File: src/rtl/fractal_sync_rf_sched.sv
// Shared barrier register file scheduler for one level of the fractal sync tree.
// Each requester port queues barrier indices in a small FIFO; a round-robin
// arbiter services one FIFO head per cycle with a read-modify-write on the
// addressed barrier entry. Wake/error responses pass through a service stage
// and an output stage, so they appear as single-cycle pulses two edges after
// the service decision is taken.
module fractal_sync_rf_sched #(
   parameter int N_PORTS    = 2,
   parameter int N_REGS     = 4,
   parameter int FIFO_DEPTH = 2,
   localparam int IDX_W     = (N_REGS > 1) ? $clog2(N_REGS) : 1,
   localparam int PID_W     = (N_PORTS > 1) ? $clog2(N_PORTS) : 1
) (
   input  logic                     clk_i,
   input  logic                     rst_i,
   input  logic                     clear_i,
   input  logic [N_PORTS-1:0]       req_valid_i,
   output logic [N_PORTS-1:0]       req_ready_o,
   input  logic [N_PORTS*IDX_W-1:0] req_idx_i,
   output logic [N_PORTS-1:0]       rsp_valid_o,
   output logic [N_PORTS-1:0]       rsp_error_o,
   output logic [N_PORTS*IDX_W-1:0] rsp_idx_o,
   output logic                     busy_o
);

   localparam int PTR_W = (FIFO_DEPTH > 1) ? $clog2(FIFO_DEPTH) : 1;
   localparam int CNT_W = $clog2(FIFO_DEPTH + 1);

   logic [IDX_W-1:0]         fifo_mem  [N_PORTS][FIFO_DEPTH];
   logic [CNT_W-1:0]         fifo_cnt  [N_PORTS];
   logic [PTR_W-1:0]         fifo_head [N_PORTS];
   logic [PTR_W-1:0]         wr_ptr    [N_PORTS];
   logic [N_PORTS-1:0]       push;
   logic [N_PORTS-1:0]       pop;

   logic [PID_W-1:0]         rr_ptr;
   logic [N_REGS-1:0]        armed;
   logic [PID_W-1:0]         owner     [N_REGS];

   logic                     grant_valid;
   logic [PID_W-1:0]         grant_port;
   logic [PID_W-1:0]         cand;
   logic [IDX_W-1:0]         grant_idx;

   logic [CNT_W-1:0]         cnt_n     [N_PORTS];
   logic [PTR_W-1:0]         head_n    [N_PORTS];
   logic [N_REGS-1:0]        armed_n;
   logic [PID_W-1:0]         owner_n   [N_REGS];
   logic [PID_W-1:0]         ptr_n;
   logic                     busy_n;

   logic [N_PORTS-1:0]       svc_valid;
   logic [N_PORTS-1:0]       svc_error;
   logic [N_PORTS*IDX_W-1:0] svc_idx;
   logic [N_PORTS-1:0]       pend_valid;
   logic [N_PORTS-1:0]       pend_error;
   logic [N_PORTS*IDX_W-1:0] pend_idx;

   // Ready comes only from the registered count, so a full FIFO stays closed even when popped this cycle.
   always_comb begin
      for (int p = 0; p < N_PORTS; p++) begin
         req_ready_o[p] = (fifo_cnt[p] != CNT_W'(FIFO_DEPTH));
         push[p]        = req_valid_i[p] && req_ready_o[p];
         wr_ptr[p]      = PTR_W'((int'(fifo_head[p]) + int'(fifo_cnt[p])) % FIFO_DEPTH);
      end
   end

   // Round-robin pick of the first non-empty FIFO at or after the pointer; clear suppresses any grant.
   always_comb begin
      grant_valid = 1'b0;
      grant_port  = '0;
      cand        = '0;
      if (!clear_i) begin
         for (int k = 0; k < N_PORTS; k++) begin
            cand = PID_W'((int'(rr_ptr) + k) % N_PORTS);
            if (!grant_valid && (fifo_cnt[cand] != '0)) begin
               grant_valid = 1'b1;
               grant_port  = cand;
            end
         end
      end
      grant_idx = fifo_mem[grant_port][fifo_head[grant_port]];
   end

   // Next-state for FIFO bookkeeping, barrier entries, pointer and the service-stage response.
   always_comb begin
      armed_n   = armed;
      owner_n   = owner;
      ptr_n     = rr_ptr;
      svc_valid = '0;
      svc_error = '0;
      svc_idx   = '0;
      for (int p = 0; p < N_PORTS; p++) begin
         pop[p]    = grant_valid && (grant_port == PID_W'(p));
         cnt_n[p]  = fifo_cnt[p] + CNT_W'(push[p]) - CNT_W'(pop[p]);
         head_n[p] = fifo_head[p];
         if (pop[p]) begin
            head_n[p] = (fifo_head[p] == PTR_W'(FIFO_DEPTH - 1)) ? '0 : fifo_head[p] + 1'b1;
         end
      end
      if (clear_i) begin
         armed_n = '0;
      end else if (grant_valid) begin
         ptr_n = (grant_port == PID_W'(N_PORTS - 1)) ? '0 : grant_port + 1'b1;
         if (int'(grant_idx) >= N_REGS) begin
            svc_valid[grant_port] = 1'b1;
            svc_error[grant_port] = 1'b1;
            svc_idx[int'(grant_port)*IDX_W +: IDX_W] = grant_idx;
         end else if (!armed[grant_idx]) begin
            armed_n[grant_idx] = 1'b1;
            owner_n[grant_idx] = grant_port;
         end else if (owner[grant_idx] == grant_port) begin
            svc_valid[grant_port] = 1'b1;
            svc_error[grant_port] = 1'b1;
            svc_idx[int'(grant_port)*IDX_W +: IDX_W] = grant_idx;
         end else begin
            armed_n[grant_idx] = 1'b0;
            svc_valid[grant_port] = 1'b1;
            svc_valid[owner[grant_idx]] = 1'b1;
            svc_idx[int'(grant_port)*IDX_W +: IDX_W] = grant_idx;
            svc_idx[int'(owner[grant_idx])*IDX_W +: IDX_W] = grant_idx;
         end
      end
      busy_n = |armed_n;
      for (int p = 0; p < N_PORTS; p++) begin
         if (cnt_n[p] != '0) busy_n = 1'b1;
      end
   end

   // FIFO storage needs no reset; occupancy is tracked by the counts.
   always_ff @(posedge clk_i) begin
      for (int p = 0; p < N_PORTS; p++) begin
         if (push[p]) fifo_mem[p][wr_ptr[p]] <= req_idx_i[p*IDX_W +: IDX_W];
      end
   end

   // Register all control state and both response stages; reset drops anything in flight.
   always_ff @(posedge clk_i or posedge rst_i) begin
      if (rst_i) begin
         for (int p = 0; p < N_PORTS; p++) begin
            fifo_cnt[p]  <= '0;
            fifo_head[p] <= '0;
         end
         for (int r = 0; r < N_REGS; r++) owner[r] <= '0;
         armed       <= '0;
         rr_ptr      <= '0;
         pend_valid  <= '0;
         pend_error  <= '0;
         pend_idx    <= '0;
         rsp_valid_o <= '0;
         rsp_error_o <= '0;
         rsp_idx_o   <= '0;
         busy_o      <= 1'b0;
      end else begin
         fifo_cnt    <= cnt_n;
         fifo_head   <= head_n;
         armed       <= armed_n;
         owner       <= owner_n;
         rr_ptr      <= ptr_n;
         pend_valid  <= svc_valid;
         pend_error  <= svc_error;
         pend_idx    <= svc_idx;
         rsp_valid_o <= pend_valid;
         rsp_error_o <= pend_error;
         rsp_idx_o   <= pend_idx;
         busy_o      <= busy_n;
      end
   end

endmodule

File: config.mk
export PLATFORM = sky130hd
export DESIGN_NAME = fractal_sync_rf_sched
export DESIGN_NICKNAME = d
export VERILOG_FILES = /design/src/rtl/fractal_sync_rf_sched.sv
export SDC_FILE = /design/constraint.sdc
export NUM_CORES = 1
export LEC_CHECK = 0
export ABC_AREA = 1
export CORE_MARGIN = 2
export CORE_UTILIZATION = 32
export CTS_BUF_LIST = sky130_fd_sc_hd__clkbuf_4
export DETAILED_ROUTE_END_ITERATION = 16
export MAX_ROUTING_LAYER = met4
export PLACE_DENSITY = 0.47
export SYNTH_ARGS = -nofsm -noshare
export SYNTH_HDL_FRONTEND = slang
export SYNTH_SLANG_ARGS = --single-unit
File: constraint.sdc
create_clock -name clk_i -period 4 [get_ports clk_i]
set_input_delay 0.8 -clock clk_i [delete_from_list [all_inputs] [get_ports clk_i]]
set_output_delay 0.8 -clock clk_i [all_outputs]
set_load 0.01 [all_outputs]
* Word level (Yosys, flattened, before mapping)
Memory sizes are Yosys's and may differ from the RTL's. Index checks and enable logic that the tools add are counted.
Word-level totals: register bits after elaboration 32, bits in writable memories 8, bits of input ports 9, memories 1
Memory list:
- fifo_mem | words 2, bits a word 4, read ports 1, clocked after Yosys merged registers in 0, write ports 2, RTL line 29 | logic [IDX_W-1:0] fifo_mem [N_PORTS][FIFO_DEPTH];
Cells by class: add/sub/neg operators 12, magnitude comparators 16, eq/ne operators 3, shift operators 4, muxes and demuxes 63, bitwise gates (word level) 15, reduce and logical (&&, ||, !) cells 19
Operators with widths (number):
- $neg 2->33 | 2
- $shift 2x33->4 const A | 2
- $shiftx 2x33->4 | 2
- $mux 4 | 10
- $mux 2 | 19
- $mux 1 | 24
- $ge 2x2->1 const B | 6
- $not 1->2 | 6
- $logic_and 1x1->1 | 11
- $and 4x4->4 | 2
- $bwmux 4 | 2
- $reduce_bool 2->1 | 4
- $add 1x1->1 const B | 4
- $add 2x1->2 | 2
- $bmux 1 s2 | 2
- $demux 1 s2 | 2
- $demux 2 s1 | 2
- $lt 1x2->1 const B | 2
- $lt 2x1->1 const B | 2
- $ne 2x2->1 const B | 2
- $not 4->4 | 1
- $or 4x4->4 | 1
- $reduce_or 4->1 | 1
- $sub 2x1->2 | 2
- other kinds (14) | 19

* Depth between registers and ports, before layout
word-level depth 32, mapped depth 22, mapped depth without buffers 21

* Worst setup path before layout
No wires, ideal clock.
kind input to register, start point in clear_i, end point reg busy_o, data arrival time 2.590 ns, path slack 1.292 ns, cell stages on the path 21, path buffers 1, cell sequence nor2_4 nand2_4 nand2_4 nand2_4 inv_2 nand2_2 nand2_2 buf_6 nand2_1 o21ai_1 nand2_1 nand2_2 inv_1 ha_1 nand3_1 nand2_1 nand3_1 nand2_1 nand2_1 nor2_1 nand2_1
Between the ends: longest elaborated chain between the ends 22, elaborated cells between the ends (all ways) 40
Ends and longest elaborated chain:
- start: declaration | RTL line 16 | input logic clear_i,
- $mux 1 | RTL line 73 | if (!clear_i) begin
- $not 1->2 (not written as such) | RTL line 82 | grant_idx = fifo_mem[grant_port][fifo_head[grant_port]];
- $mux 1 (not written as such) (3 in a row) | RTL line 82
- $not 1->2 (not written as such) | RTL line 82
- $mux 2 (not written as such) (3 in a row) | RTL line 82
- $lt 2x3->1 (not written as such) / $ge 2x1->1 (equally long branches) | RTL line 110, 117
- $logic_and 1x1->1 (not written as such) | RTL line 110, 117
- $mux 1 (not written as such) | RTL line 110, 117
- [... 3 more ...]
- $mux 4 | RTL line 112 | end else if (owner[grant_idx] == grant_port) begin
- $mux 4 | RTL line 109 | end else if (!armed[grant_idx]) begin
- $mux 4 | RTL line 103 | end else if (grant_valid) begin
- $mux 4 | RTL line 101 | if (clear_i) begin
- $reduce_or 4->1 | RTL line 124 | busy_n = |armed_n;
- $mux 1 | RTL line 126 | if (cnt_n[p] != '0) busy_n = 1'b1;
- $mux 1 * | RTL line 126
- net busy_n | RTL line 50 | logic busy_n;
- end signal: assignment | RTL line 166 | busy_o <= busy_n;
- end: declaration | RTL line 23 | output logic busy_o
The timed path passes the listed nets; every way through them passes the cells marked *. The select of a mux whose other input is x is not followed. A chain may end at the register's enable or synchronous reset.

* Worst setup path in the final report
Same ends and word-level chain as after synthesis.

==> impl_results.md <==
- Status: finished, final reports clean
- Class of the worst hold path: flop to flop
- Overall die area: 0.006724 mm2
- Post-Syn Nets: 223
- Die height: 82 um
- Initial antenna violation count: 0
- FMAX: 308.8 MHz
- Die X: 82 um
- LEAKAGE: 1.129 nW
- Commonest cells after routing, fill and taps aside: nand2_1, dfrtp_1, inv_1
- CP Launch Point: clear_i
- Setup CP Type: input pin to flop
- Slew HR: 0.7262
- # H-tree levels: 2
- Vias in the first global route: 1306
- Ys Warns: 0
- Fin Hold WS: 0.3617 ns
- WP buf/inv: 3
- Area growth syn-to-layout: 17.74%
- Crit end category: flop
- Worst path arrival time: 3.49 ns
- Top Ports: 20
- Starting DRT DRC Count: 57
- Max-cap viol count: 0
- Max IR drop VDD: 0.3309 mV
- Sequential element share of the synthesized area: 0.5347
- Drt pass-1 iters: 4
- CP max stage cell: clkdlybuf4s50_1
- Vias/cell: 4.320
- Row Count: 28
- Clock Skew: 0.005621 ns
- Slew @ Worst Pin: 0.4107 ns
- Met3 Use GR: 0.03626
- Reg2reg start: fifo_cnt[2]
- Clk_lat worst skew: 0.35 ns
- Antenna-violating nets left: 0
- GRT met1 Usage: 0.1645
- Post-Synthesis Cell Area: 0.001947 mm2
- Commonest non-fill, non-tap cell in the layout: nand2_1
- IO buf count: 19
- First-pass GRT wire length: 6354 um
- R2r setup slk: 1.16 ns
- Number of diodes: 0
- Fin cells: 306
- Crit-path most repeated cell: nand2_1
- Library cells used by synthesis: 27
- Hold Violations, Final: 0
- Hold-fix buffers, CTS: 0
- Fin nets: 247
- Gr usage total: 0.1310
- CTS sink count: 40
- HPWL after detailed placement: 2715 um
- Routability Congestion: 0.8215
- Placed cells: 298
- Most crowded layer after global routing: met2
- CTS Buf Count: 5
- Setup repair bufs after CTS: 0
- Startpoint Class: input pin
- DRC errors left: 0
- Largest net degree at the start of global routing: 33
- Max Root-Sink Buffers: 2
- Post-route clock period utilization: 0.8097
- Clock root cell: clkbuf_4
- Cells after synthesis: 206
- Grt ovf: 0
- Post-synth EDFFs: 8
- CP top delay family: simple AND/OR/NAND/NOR gates
- Final WS setup: 0.7614 ns
- CP Depth: 21
- Layout fillers: 597
- Setup crit end: busy_o
- Post-layout min period: 3.239 ns
- CP Cell Sequence: clkdlybuf4s50_1 -> nor2_4 -> nand2_4 -> nand2_4 -> nand2_4 -> inv_2 -> nand2_2 -> nand2_2 -> nand2_1 -> o21ai_1 -> nand2_1 -> nand2_2 -> inv_1 -> ha_1 -> nand3_1 -> nand2_1 -> nand3_1 -> nand2_1 -> nand2_1 -> nor2_1 -> nand2_1
- Power Density: 866.3 mW/mm2
- RSZ-0062 raised after global routing: no
- Crit path required time: 4.25 ns
- Initial Util: 0.3308
- Drt wl/cell: 11.84 um
- Final wirelength: 3624 um
- GR Util met2: 0.2008
- R2R depth: 20
- Fraction of registers with async set/reset: 0.8000
- Layout cell share with drive strength beyond 1: 0.1429
- FF+latch count, synth: 40
- Slowest stage delay, CP: 0.48 ns
- Pre-CTS WS: 0.3651 ns
- Reg2reg end: busy_o
- Post-CTS sizing: 0
- Core area: 0.005886 mm2
- Worst-path clk slew: 0.12 ns
- Max-slew violation count: 0
- Vias: 1322
- CTS tree: done
- Dominant register cell in the synthesized netlist: dfrtp_1
- Final setup violation count: 0
- Avg Cell Area, Syn: 9.451 um2
- Crit-path max FO: 17
- Setup_tns: 0 ns
[area by class of cell]
type                    instances  area [um2]  area share
clock inverters                 3       42.54     0.01856
clock buffers                   5       37.54     0.01638
flip-flops and latches         40        1041      0.4541
well taps                      75       93.84     0.04094
inverters                      33       126.4     0.05513
repair buffers                 20       197.7     0.08624
multi-input cells             130       753.2      0.3286
[worst min-delay path by stage]
stage,start,endpoint,cells after the start
after floorplan,pend_error[0],rsp_error_o[0],0
after global placement,pend_error[0],rsp_error_o[0],0
after detailed placement,pend_idx[2],rsp_idx_o[2],0
after CTS,pend_valid[0],rsp_valid_o[0],0
after global routing,pend_idx[3],rsp_idx_o[3],0
final,pend_idx[2],rsp_idx_o[2],0
[worst reg2reg max path, stage by stage (launching register included)]
cell	delay, ns
dfrtp_1	0.48
o21ai_4	0.25
nand2_4	0.18
nand2_4	0.12
nand2_4	0.07
inv_2	0.07
nand2_2	0.05
nand2_2	0.17
nand2_1	0.07
o21ai_1	0.07
nand2_1	0.09
nand2_2	0.11
inv_1	0.06
ha_1	0.40
nand3_1	0.11
nand2_1	0.07
nand3_1	0.06
nand2_1	0.10
nand2_1	0.06
nor2_1	0.09
nand2_1	0.06
[flip-flops by register name (all words and copies together) (netlist names), 2 cells and up]
| register | cells |
|---|---|
| fifo_mem | 8 |
| armed | 4 |
| fifo_cnt | 4 |
| owner | 4 |
| pend_idx | 4 |
| rsp_idx_o | 4 |
| fifo_head | 2 |
| pend_error | 2 |
| pend_valid | 2 |
| rsp_error_o | 2 |
| rsp_valid_o | 2 |
[metal layers]
metal  vias up  share of wire
met1       604           0.50
met5         -              0
li1        691              -
met4         0          0.014
met2        22           0.45
met3         5          0.033
[cell usage after synthesis, types with 4 or more instances]
cell type	count	area [um2]
o21ai_1	5	25.02
nor2_1	17	63.81
nand2_4	4	45.04
nand4_1	5	31.28
nand3_1	15	75.07
edfxtp_1	8	240.2
xnor2_1	6	52.55
nand2_2	8	50.05
dfrtp_1	32	800.8
o21ai_0	4	20.02
nand2_1	43	161.4
ha_1	8	100.1
inv_1	29	108.9
[through the flow]
step	utilization	instance area (um2)	total power (W)
2_1_floorplan	-	1947	0.001492
5_1_grt	0.3895	2292	0.002204
3_5_place_dp	0.3759	2212	0.001740
3_3_place_gp	0.3759	2212	0.001746
6_report	0.3895	2292	0.001986
4_1_cts	0.3895	2292	0.002015
[where the power goes]
| part | internal, W | leakage (nW) | switching (W) |
|---|---|---|---|
| clock | 0.000131 | 0.0428 | 0.000137 |
| sequential | 0.000565 | 0.484 | 0.0000871 |
| combinational | 0.000391 | 0.602 | 0.000675 |
| total | 0.00109 | 1.13 | 0.000899 |
[logic make-up after synthesis]
logic type,share of synthesized area
buffers and inverters,0.07840
DFF,0.5347
adders and majority gates,0.05142
xor gates and xnor gates,0.03149
AOI/OAI and AO/OA,0.04435
and+or+nand+nor,0.2596
Power figures use the tool's default switching activity.
